--- src/rtl/day_scroll_pkg.sv ---
// Shared types, character codes, glyphs and weekday name tables for the
// scrolling day display.
package day_scroll_pkg;

  typedef enum logic {IDLE = 1'b0, SCROLL = 1'b1} state_e;

  typedef logic [3:0] char_t;

  localparam char_t CH_BLANK = 4'd0;
  localparam char_t CH_A     = 4'd1;
  localparam char_t CH_D     = 4'd2;
  localparam char_t CH_E     = 4'd3;
  localparam char_t CH_F     = 4'd4;
  localparam char_t CH_H     = 4'd5;
  localparam char_t CH_I     = 4'd6;
  localparam char_t CH_M     = 4'd7;
  localparam char_t CH_N     = 4'd8;
  localparam char_t CH_O     = 4'd9;
  localparam char_t CH_R     = 4'd10;
  localparam char_t CH_S     = 4'd11;
  localparam char_t CH_T     = 4'd12;
  localparam char_t CH_U     = 4'd13;
  localparam char_t CH_W     = 4'd14;
  localparam char_t CH_Y     = 4'd15;

  localparam logic [6:0] GL_BLANK = 7'h00;
  localparam logic [6:0] GL_A     = 7'h77;
  localparam logic [6:0] GL_D     = 7'h5E;
  localparam logic [6:0] GL_E     = 7'h79;
  localparam logic [6:0] GL_F     = 7'h71;
  localparam logic [6:0] GL_H     = 7'h76;
  localparam logic [6:0] GL_I     = 7'h06;
  localparam logic [6:0] GL_M     = 7'h15;
  localparam logic [6:0] GL_N     = 7'h37;
  localparam logic [6:0] GL_O     = 7'h3F;
  localparam logic [6:0] GL_R     = 7'h50;
  localparam logic [6:0] GL_S     = 7'h6D;
  localparam logic [6:0] GL_T     = 7'h78;
  localparam logic [6:0] GL_U     = 7'h3E;
  localparam logic [6:0] GL_W     = 7'h2A;
  localparam logic [6:0] GL_Y     = 7'h6E;

  localparam int NAME_MAX = 9;
  localparam logic [4:0] LEAD_BLANKS = 5'd4;

  // Character 0 of each name sits in the low nibble.
  typedef logic [NAME_MAX*4-1:0] name_t;

  localparam name_t NAME_SUN = {CH_BLANK, CH_BLANK, CH_BLANK, CH_Y, CH_A, CH_D, CH_N, CH_U, CH_S};
  localparam name_t NAME_MON = {CH_BLANK, CH_BLANK, CH_BLANK, CH_Y, CH_A, CH_D, CH_N, CH_O, CH_M};
  localparam name_t NAME_TUE = {CH_BLANK, CH_BLANK, CH_Y, CH_A, CH_D, CH_S, CH_E, CH_U, CH_T};
  localparam name_t NAME_WED = {CH_Y, CH_A, CH_D, CH_S, CH_E, CH_N, CH_D, CH_E, CH_W};
  localparam name_t NAME_THU = {CH_BLANK, CH_Y, CH_A, CH_D, CH_S, CH_R, CH_U, CH_H, CH_T};
  localparam name_t NAME_FRI = {CH_BLANK, CH_BLANK, CH_BLANK, CH_Y, CH_A, CH_D, CH_I, CH_R, CH_F};
  localparam name_t NAME_SAT = {CH_BLANK, CH_Y, CH_A, CH_D, CH_R, CH_U, CH_T, CH_A, CH_S};

  function automatic name_t name_word(input logic [2:0] d);
    case (d)
      3'd0:    return NAME_SUN;
      3'd1:    return NAME_MON;
      3'd2:    return NAME_TUE;
      3'd3:    return NAME_WED;
      3'd4:    return NAME_THU;
      3'd5:    return NAME_FRI;
      3'd6:    return NAME_SAT;
      default: return '0;
    endcase
  endfunction

  function automatic logic [3:0] name_len(input logic [2:0] d);
    case (d)
      3'd0:    return 4'd6;
      3'd1:    return 4'd6;
      3'd2:    return 4'd7;
      3'd3:    return 4'd9;
      3'd4:    return 4'd8;
      3'd5:    return 4'd6;
      3'd6:    return 4'd8;
      default: return 4'd0;
    endcase
  endfunction

  // Message = four leading blanks, the name, then blanks to the end.
  function automatic char_t msg_char(input logic [2:0] d, input logic [4:0] idx);
    logic [4:0] j;
    name_t      w;
    j = idx - LEAD_BLANKS;
    w = name_word(d) >> {j, 2'b00};
    if (idx < LEAD_BLANKS || j >= {1'b0, name_len(d)}) return CH_BLANK;
    return w[3:0];
  endfunction

endpackage

--- src/rtl/day_scroll_seg_glyph.sv ---
// Combinational character-code to 7-segment glyph lookup (gfedcba, bit0 = a).
module seg_glyph
  import day_scroll_pkg::*;
(
  input  logic [3:0] char_i,
  output logic [6:0] glyph_o
);

  always_comb begin
    glyph_o = GL_BLANK;
    case (char_i)
      CH_A:    glyph_o = GL_A;
      CH_D:    glyph_o = GL_D;
      CH_E:    glyph_o = GL_E;
      CH_F:    glyph_o = GL_F;
      CH_H:    glyph_o = GL_H;
      CH_I:    glyph_o = GL_I;
      CH_M:    glyph_o = GL_M;
      CH_N:    glyph_o = GL_N;
      CH_O:    glyph_o = GL_O;
      CH_R:    glyph_o = GL_R;
      CH_S:    glyph_o = GL_S;
      CH_T:    glyph_o = GL_T;
      CH_U:    glyph_o = GL_U;
      CH_W:    glyph_o = GL_W;
      CH_Y:    glyph_o = GL_Y;
      default: glyph_o = GL_BLANK;
    endcase
  end

endmodule

--- src/rtl/day_scroll_ctrl.sv ---
// Scrolls a weekday name right-to-left across four 7-segment digits with a
// start/loop/done handshake and a per-step prescaler.
module day_scroll_ctrl
  import day_scroll_pkg::*;
#(
  parameter int TICK_DIV       = 25_000_000,
  parameter bit SEG_ACTIVE_LOW = 1'b0
) (
  input  logic        clk,
  input  logic        rst_n,
  input  logic        start,
  input  logic [2:0]  day,
  input  logic        loop,
  output logic [27:0] seg,
  output logic        busy,
  output logic        done,
  output logic        dbg_state
);

  localparam int              PW         = $clog2(TICK_DIV);
  localparam logic [PW-1:0]   PRESC_LAST = PW'(TICK_DIV - 1);
  localparam logic [27:0]     SEG_MASK   = SEG_ACTIVE_LOW ? 28'hFFF_FFFF : 28'h000_0000;

  state_e        state_q;
  logic [3:0]    pos_q;
  logic [PW-1:0] presc_q;
  logic [2:0]    day_q;
  logic          busy_q;
  logic          done_q;
  logic [27:0]   seg_q;
  logic [27:0]   seg_d;

  logic       start_ok;
  logic       tick;
  logic [3:0] last_pos;

  assign start_ok = start && (day != 3'd7);
  assign tick     = (presc_q == PRESC_LAST);
  assign last_pos = name_len(day_q) + 4'd4;

  for (genvar k = 0; k < 4; k++) begin : g_digit
    char_t ch;
    assign ch = msg_char(day_q, {1'b0, pos_q} + 5'(k));
    seg_glyph u_glyph (.char_i(ch), .glyph_o(seg_d[7*k +: 7]));
  end

  always_ff @(posedge clk or negedge rst_n) begin
    if (!rst_n) begin
      state_q <= IDLE;
      pos_q   <= 4'd0;
      presc_q <= '0;
      day_q   <= 3'd0;
      busy_q  <= 1'b0;
      done_q  <= 1'b0;
      seg_q   <= SEG_MASK;
    end else begin
      done_q <= 1'b0;
      seg_q  <= ((state_q == SCROLL) ? seg_d : 28'h000_0000) ^ SEG_MASK;
      case (state_q)
        IDLE: begin
          if (start_ok) begin
            state_q <= SCROLL;
            busy_q  <= 1'b1;
            day_q   <= day;
            pos_q   <= 4'd0;
            presc_q <= '0;
          end
        end
        SCROLL: begin
          // A valid start always wins, even over the final tick's done.
          if (start_ok) begin
            day_q   <= day;
            pos_q   <= 4'd0;
            presc_q <= '0;
          end else begin
            presc_q <= tick ? '0 : presc_q + 1'b1;
            if (tick) begin
              if (pos_q < last_pos) begin
                pos_q <= pos_q + 4'd1;
              end else begin
                done_q <= 1'b1;
                pos_q  <= 4'd0;
                if (!loop) begin
                  state_q <= IDLE;
                  busy_q  <= 1'b0;
                end
              end
            end
          end
        end
        default: state_q <= IDLE;
      endcase
    end
  end

  assign seg       = seg_q;
  assign busy      = busy_q;
  assign done      = done_q;
  assign dbg_state = (state_q == SCROLL);

endmodule

--- config.mk ---
export PLATFORM = sky130hd
export DESIGN_NAME = day_scroll_ctrl
export DESIGN_NICKNAME = d
export VERILOG_FILES = /design/src/rtl/day_scroll_pkg.sv /design/src/rtl/day_scroll_seg_glyph.sv /design/src/rtl/day_scroll_ctrl.sv
export SDC_FILE = /design/constraint.sdc
export NUM_CORES = 1
export LEC_CHECK = 0
export ABC_AREA = 1
export CAP_MARGIN = 20
export CORE_MARGIN = 4
export CORE_UTILIZATION = 50
export DETAILED_ROUTE_END_ITERATION = 10
export DONT_BUFFER_PORTS = 1
export HOLD_SLACK_MARGIN = 0.05
export PLACE_DENSITY = 0.67
export SKIP_LAST_GASP = 1
export SLEW_MARGIN = 20
export SYNTH_ARGS = -nofsm -noshare
export SYNTH_HDL_FRONTEND = slang
export SYNTH_HIERARCHICAL = 1
export SYNTH_SLANG_ARGS = --single-unit
--- constraint.sdc ---
create_clock -name clk -period 4.7 [get_ports clk]
set_clock_uncertainty 0.2 [all_clocks]
set_input_delay 0.94 -clock clk [delete_from_list [all_inputs] [get_ports clk]]
set_output_delay 0.94 -clock clk [all_outputs]
set_load 0.01 [all_outputs]
==> results of run 1 <==
## through the flow
step           area [µm²]  worst slack [ps]
4_1_cts              6163             840.1
3_3_place_gp         5879             903.3
5_1_grt              6163             455.5
3_5_place_dp         5879             866.5
6_report             6163             791.1
2_1_floorplan        5768              1174
## synth_stat cells (all sizes together)
| master | number | area share |
|---|---|---|
| nand2 | 398 | 0.27 |
| o21bai | 5 | 0.0065 |
| o21ai | 42 | 0.037 |
| nor4 | 1 | 0.0011 |
| a21oi | 29 | 0.025 |
| a21o | 1 | 0.0013 |
| buf | 11 | 0.014 |
| nor2 | 88 | 0.062 |
| inv | 144 | 0.094 |
| nand4 | 12 | 0.013 |
| ha | 39 | 0.085 |
| o22ai | 5 | 0.0054 |
| o211ai | 2 | 0.0026 |
| nand3b | 1 | 0.0013 |
| xor2 | 7 | 0.011 |
| clkbuf | 9 | 0.0059 |
| xnor2 | 2 | 0.0030 |
| nor3 | 9 | 0.0078 |
| dfrtp | 63 | 0.27 |
| and3 | 1 | 0.0011 |
| nand3 | 95 | 0.083 |
## how the worst min path moves through the flow
| stage | to | slack [ps] | depth (start not counted) |
|---|---|---|---|
| CTS | presc_q[20]$_DFFE_PN0P_ | 90 | 0 |
| detailed placement | presc_q[15]$_DFFE_PN0P_ | 340 | 2 |
| global route | done$_DFF_PN0_ | 80 | 0 |
| floorplan | presc_q[15]$_DFFE_PN0P_ | 290 | 2 |
| global placement | presc_q[15]$_DFFE_PN0P_ | 330 | 2 |
| finish | presc_q[11]$_DFFE_PN0P_ | 90 | 0 |
## state kept, by name (all words and copies together) (netlist names)
| register | cells |
|---|---|
| busy | 1 |
| day_q | 3 |
| dbg_state | 1 |
| done | 1 |
| pos_q | 4 |
| presc_q | 25 |
| seg | 28 |
## critical path, delay by kind of cell, from the launching register on
kind,cells,cell delay [ps]
compound gates,3,610
flops,1,660
simple gates,7,510
fa+ha+maj,3,1240
buf+inv,5,640
## cells by family (layout without fill, tap and decap cells)
group                      after synthesis  after routing
AOI/OAI and AO/OA                       84             84
xor gates and xnor gates                 9              9
adders and majority gates               39             39
buffers and inverters                  164            167
DFF                                     63             63
and+or+nand+nor                        605            605
## layer usage
layer	GRT usage	wire, µm	vias to the layer above
met4	0.1315	592	0
li1	-	-	3011
met1	0.3203	7190	2599
met2	0.4128	7363	171
met3	0.03263	681	45
met5	0	0	-
## report_power, final
group          total [mW]  leakage (nW)  internal [mW]  switching, mW
sequential          0.639         0.858          0.579         0.0602
clock               0.633         0.131          0.372          0.260
combinational       0.838          2.45          0.279          0.559
total                2.11          3.44           1.23          0.880
## layout make-up
| class | count | area [µm²] |
|---|---|---|
| fill | 1108 | 4915 |
| multi-input combinational | 737 | 3532 |
| sequential | 63 | 1577 |
| inverter | 144 | 543.0 |
| clock buffer | 10 | 239.0 |
| tap | 140 | 175.2 |
| timing repair buffer | 7 | 52.55 |
| clock inverter | 6 | 45.04 |
==> results.yml, run 1 <==
synth:
  synth_mux_area_frac: 0
  synth_top_family_by_area: "simple AND/OR/NAND/NOR gates"
  synth-xor-area-share: 0.01367
  ys_ff_latch: 63
  synth_area_um2: 5768
  synth_cells: 964
  yosys.area_share.simple: 0.4360
  synth_fa_ha_area_frac: 0.08460
  synth-compound-area-share: 0.07809
  avgSynthCellArea_um2: 5.983
  synth_cell_type_count: 32
  synth_seq_area_share: 0.2733
  synth_nets: 1010
  synth-warning-count: 6
worst_setup_path:
  rr_startpoint: "pos_q[1]$_DFFE_PN0P_"
  worst-setup-path-type: "register to register"
  slowest_delay_ps: 660
  crit_slowest_cell: "dfrtp_1"
  critPathMaxFanout: 16
  path_common_cell: "nand2_1"
  crit_end: "seg[27]$_DFF_PN0_"
  reg2regPathDepth: 18
  reg2reg_slack_ps: 790
  crit_start: "pos_q[1]$_DFFE_PN0P_"
  required_ps: 4780
  end_kind: "register"
  r2r_end: "seg[27]$_DFF_PN0_"
  start_kind: "register"
  arrival_ps: 3990
  cp_cell_sequence: "inv_2 > ha_1 > inv_2 > ha_1 > a21oi_1 > nor2_1 > o21ai_0 > nand3_1 > a21oi_1 > inv_1 > ha_1 > inv_1 > nand2_1 > nand2_1 > nand2_1 > nand2_1 > nand2_1 > inv_1"
layout:
  finalNonFillerCells: 1107
  drive_gt1_frac: 0.05584
  diodes: 0
  final_util: 0.5564
  mostFrequentLayoutCell: "nand2_1"
  syn_to_final_growth_pct: 6.855
  final_cell_mix: "nand2_1 (385), inv_1 (133), nand3_1 (94)"
  fin_nets: 1008
timing:
  finalMaxSlewViolations: 0
  timing.setup.tns_ps: 0
  grt_setup_unrepaired: "no"
  setup_viol: 0
  worstMarginPinSlew_ps: 628.4
  fmax_mhz: 255.8
  period_minus_slack_ps: 3909
  slew_headroom: 0.5800
  finalCritPeriodShare: 0.8317
  hold_viol: 0
  whs_ps: 94.96
floorplanning:
  initial_core_util: 0.5207
  chipWidth_um: 115.4
  core_um2: 11080
  io_pins: 38
  rows: 38
  fp.dieH_um: 115.4
  die_area_um2: 13320
flow_run:
  maxCapViolCount: 0
cts:
  clk_latency_ps: 340
  clockBufferDepth: 2
  cts_inserted_buffers: 9
  cts-root-buf: "clkbuf_16"
  post_cts_buffers: 0
  hold_buffers: 0
  tritoncts: "built"
  clkTransAtPathRegs_ps: 60
  cts.sinks: 63
  cts_htree_levels: 3
  ctsResizeCount: 0
grt:
  antenna_found_initial: 0
  track_usage: 0.2507
  grt_pass1_vias: 5504
  grt_max_degree: 64
  grt_first_pass_wirelength_um: 26480
  grt_overflow: 0
run_status:
  status: "completed"
placed_design:
  dpl.cell_count: 1091
  portBuffers: 0
  dp.final_hpwl_um: 11880
  routabilityCongestion: 0.9640
detailed_routing:
  wl_per_cell_um: 14.30
  vias: 5826
  ant_nets: 0
  via_per_inst: 5.263
  drc: 0
  drtIter0Drc: 592
  drt_pass1_iterations: 6
  routed_wirelength_um: 15830
min_path:
  holdCritPathClass: "input pin to asynchronous set/reset pin"
power:
  power.leakage_nw: 3.440
  powerDensity_nw_per_um2: 342.3
  vdd_drop_max_mv: 0.1850
  power_mw: 2.110
(Power assumes the default switching activity.)
==> run 2: changes to the inputs <==
==> constraint.sdc (replaced) <==
create_clock -name clk -period 3.6 [get_ports clk]
set_clock_uncertainty 0.2 [all_clocks]
set_input_delay 0.72 -clock clk [delete_from_list [all_inputs] [get_ports clk]]
set_output_delay 0.72 -clock clk [all_outputs]
set_load 0.01 [all_outputs]
==> run 2 against run 1 <==
  * Sequential share of layout area is 0.80 points lower
  * Sequential power is 28% higher
  * First-iteration DRC count decreased by 5.4%
  * Register-to-register slack got worse by 490 ps
  * Total power is 37% higher
  * Critical path depth up 2
  * Critical path type unchanged
  * Critical endpoint is now seg[13]$_DFF_PN0_
  * Largest cell class unchanged
==> results.yml, run 2 (synthesized netlist as in run 1, its figures left out) <==
run_status:
  status: "completed"
layout:
  largest_register_ffs: 28
  fillers: 1122
  final_area_um2: 6374
  fin_nets: 1028
  final_cell_mix: "nand2_1 (384), inv_1 (133), nand3_1 (93)"
  mostFrequentLayoutCell: "nand2_1"
  seq_area_um2: 1579
  drive_gt1_frac: 0.08207
  diodes: 0
  multi_input_area_um2: 3561
  syn_to_final_growth_pct: 10.50
cts:
  cts_inserted_buffers: 9
  clockBufferDepth: 2
  cts_htree_levels: 3
  cts.sinks: 63
  cts-root-buf: "clkbuf_16"
  clk_latency_ps: 330
  tritoncts: "built"
  clkTransAtPathRegs_ps: 60
  post_cts_buffers: 0
worst_setup_path:
  worst-setup-path-type: "register to register"
  required_ps: 3670
  reg2regPathDepth: 20
  arrival_ps: 3370
  end_kind: "register"
  critPathMaxFanout: 8
  start_kind: "register"
  r2r_end: "seg[13]$_DFF_PN0_"
  reg2reg_slack_ps: 300
  rr_startpoint: "pos_q[0]$_DFFE_PN0P_"
  crit_start: "pos_q[0]$_DFFE_PN0P_"
  crit_end: "seg[13]$_DFF_PN0_"
grt:
  grt_first_pass_wirelength_um: 26770
  grt_pass1_vias: 5727
  grt_overflow: 0
  grt_max_degree: 64
  antenna_found_initial: 0
  track_usage: 0.2502
detailed_routing:
  drc: 0
  wl_per_cell_um: 13.76
  drtIter0Drc: 560
  ant_nets: 0
  via_per_inst: 5.294
  routed_wirelength_um: 15510
  vias: 5966
  drt_pass1_iterations: 5
power:
  power.leakage_nw: 3.553
  powerDensity_nw_per_um2: 453.7
  vdd_drop_max_mv: 0.2779
floorplanning:
  rows: 38
  core_um2: 11080
  die_area_um2: 13320
  fp.dieH_um: 115.4
  chipWidth_um: 115.4
  initial_core_util: 0.5207
  io_pins: 38
placed_design:
  portBuffers: 0
  dp.final_hpwl_um: 11730
  routabilityCongestion: 0.9313
  placed_area_um2: 6022
timing:
  whs_ps: 58.38
  fmax_mhz: 303.1
  grt_setup_unrepaired: "no"
  hold_viol: 0
  period_minus_slack_ps: 3299
  worstMarginPinSlew_ps: 553.1
  timing.setup.tns_ps: 0
  finalMaxSlewViolations: 0
  slew_headroom: 0.6284
  finalCritPeriodShare: 0.9164
  setup_viol: 0
min_path:
  holdCritPathClass: "input pin to asynchronous set/reset pin"
flow_run:
  maxCapViolCount: 0
-- run 2: changes by cell type in the layout (fill, tap and decap cells not counted), sizes merged --
cell / before / now
clkinvlp: 3 / 1
clkbuf: 10 / 13
clkinv: 2 / 1
inv: 145 / 144
buf: 7 / 27
bufinv: 0 / 1
-- run 2: routing by layer --
metal / track usage / wire length, µm
met5: 0 / 0
met3: 0.05053 / 814
met1: 0.3221 / 6984
met4: 0.09390 / 438
met2: 0.4147 / 7275
-- run 2: metrics by stage --
stage,std cells,setup slack (ps),utilization,power (mW)
5_1_grt,1127,7.063,0.5753,3.118
2_1_floorplan,964,74.13,-,1.668
4_1_cts,1127,118.1,0.5725,2.863
3_5_place_dp,1110,168.9,0.5436,1.976
6_report,1127,300.9,0.5753,2.892
3_3_place_gp,1110,182.6,0.5436,1.981
-- run 2: where the power goes --
group | internal [mW] | switching, mW | leakage, nW
Clock | 0.554 | 0.311 | 0.140
Sequential | 0.757 | 0.0579 | 0.856
Combinational | 0.418 | 0.794 | 2.56
Total | 1.73 | 1.16 | 3.55
-- run 2: how the worst min path moves through the flow --
stage / from / endpoint / slack (ps) / cells after the start
2_1_floorplan: rst_n / busy$_DFFE_PN0P_ / 220 / 0
6_report: rst_n / presc_q[23]$_DFFE_PN0P_ / 60 / 1
5_1_grt: rst_n / presc_q[23]$_DFFE_PN0P_ / 70 / 1
3_5_place_dp: rst_n / presc_q[8]$_DFFE_PN0P_ / 230 / 0
4_1_cts: rst_n / presc_q[2]$_DFFE_PN0P_ / 70 / 1
3_3_place_gp: rst_n / presc_q[8]$_DFFE_PN0P_ / 230 / 0
-- run 2: timing repair --
item / in CTS / in global routing
resized for setup: 0 / 10
hold endpoints to repair: 63 / 0
hold buffers: 1 / 0
setup endpoints to repair: 0 / 19
-- run 2: critical path, stage by stage, from the launching register on --
cell     delay [ps]
dfrtp_1         460
ha_1            260
inv_1            60
nand2_1         110
nand2_2         130
ha_1            330
inv_1            60
ha_1            190
a21o_1          140
nor2_1           90
nand3_1         160
a21oi_1         200
inv_1           100
ha_1            320
inv_1            80
nand2_1          70
nand2_1          70
nand2_1          40
nand2_1          60
nand2_1          50
inv_1            70
-- run 2: cell type report --
type	instances	area share
clock buffers	13	0.03926
well taps	140	0.02748
multi-input cells	737	0.5587
repair buffers	27	0.03494
inverters	144	0.08520
clock inverters	3	0.006675
flip-flops and latches	63	0.2477
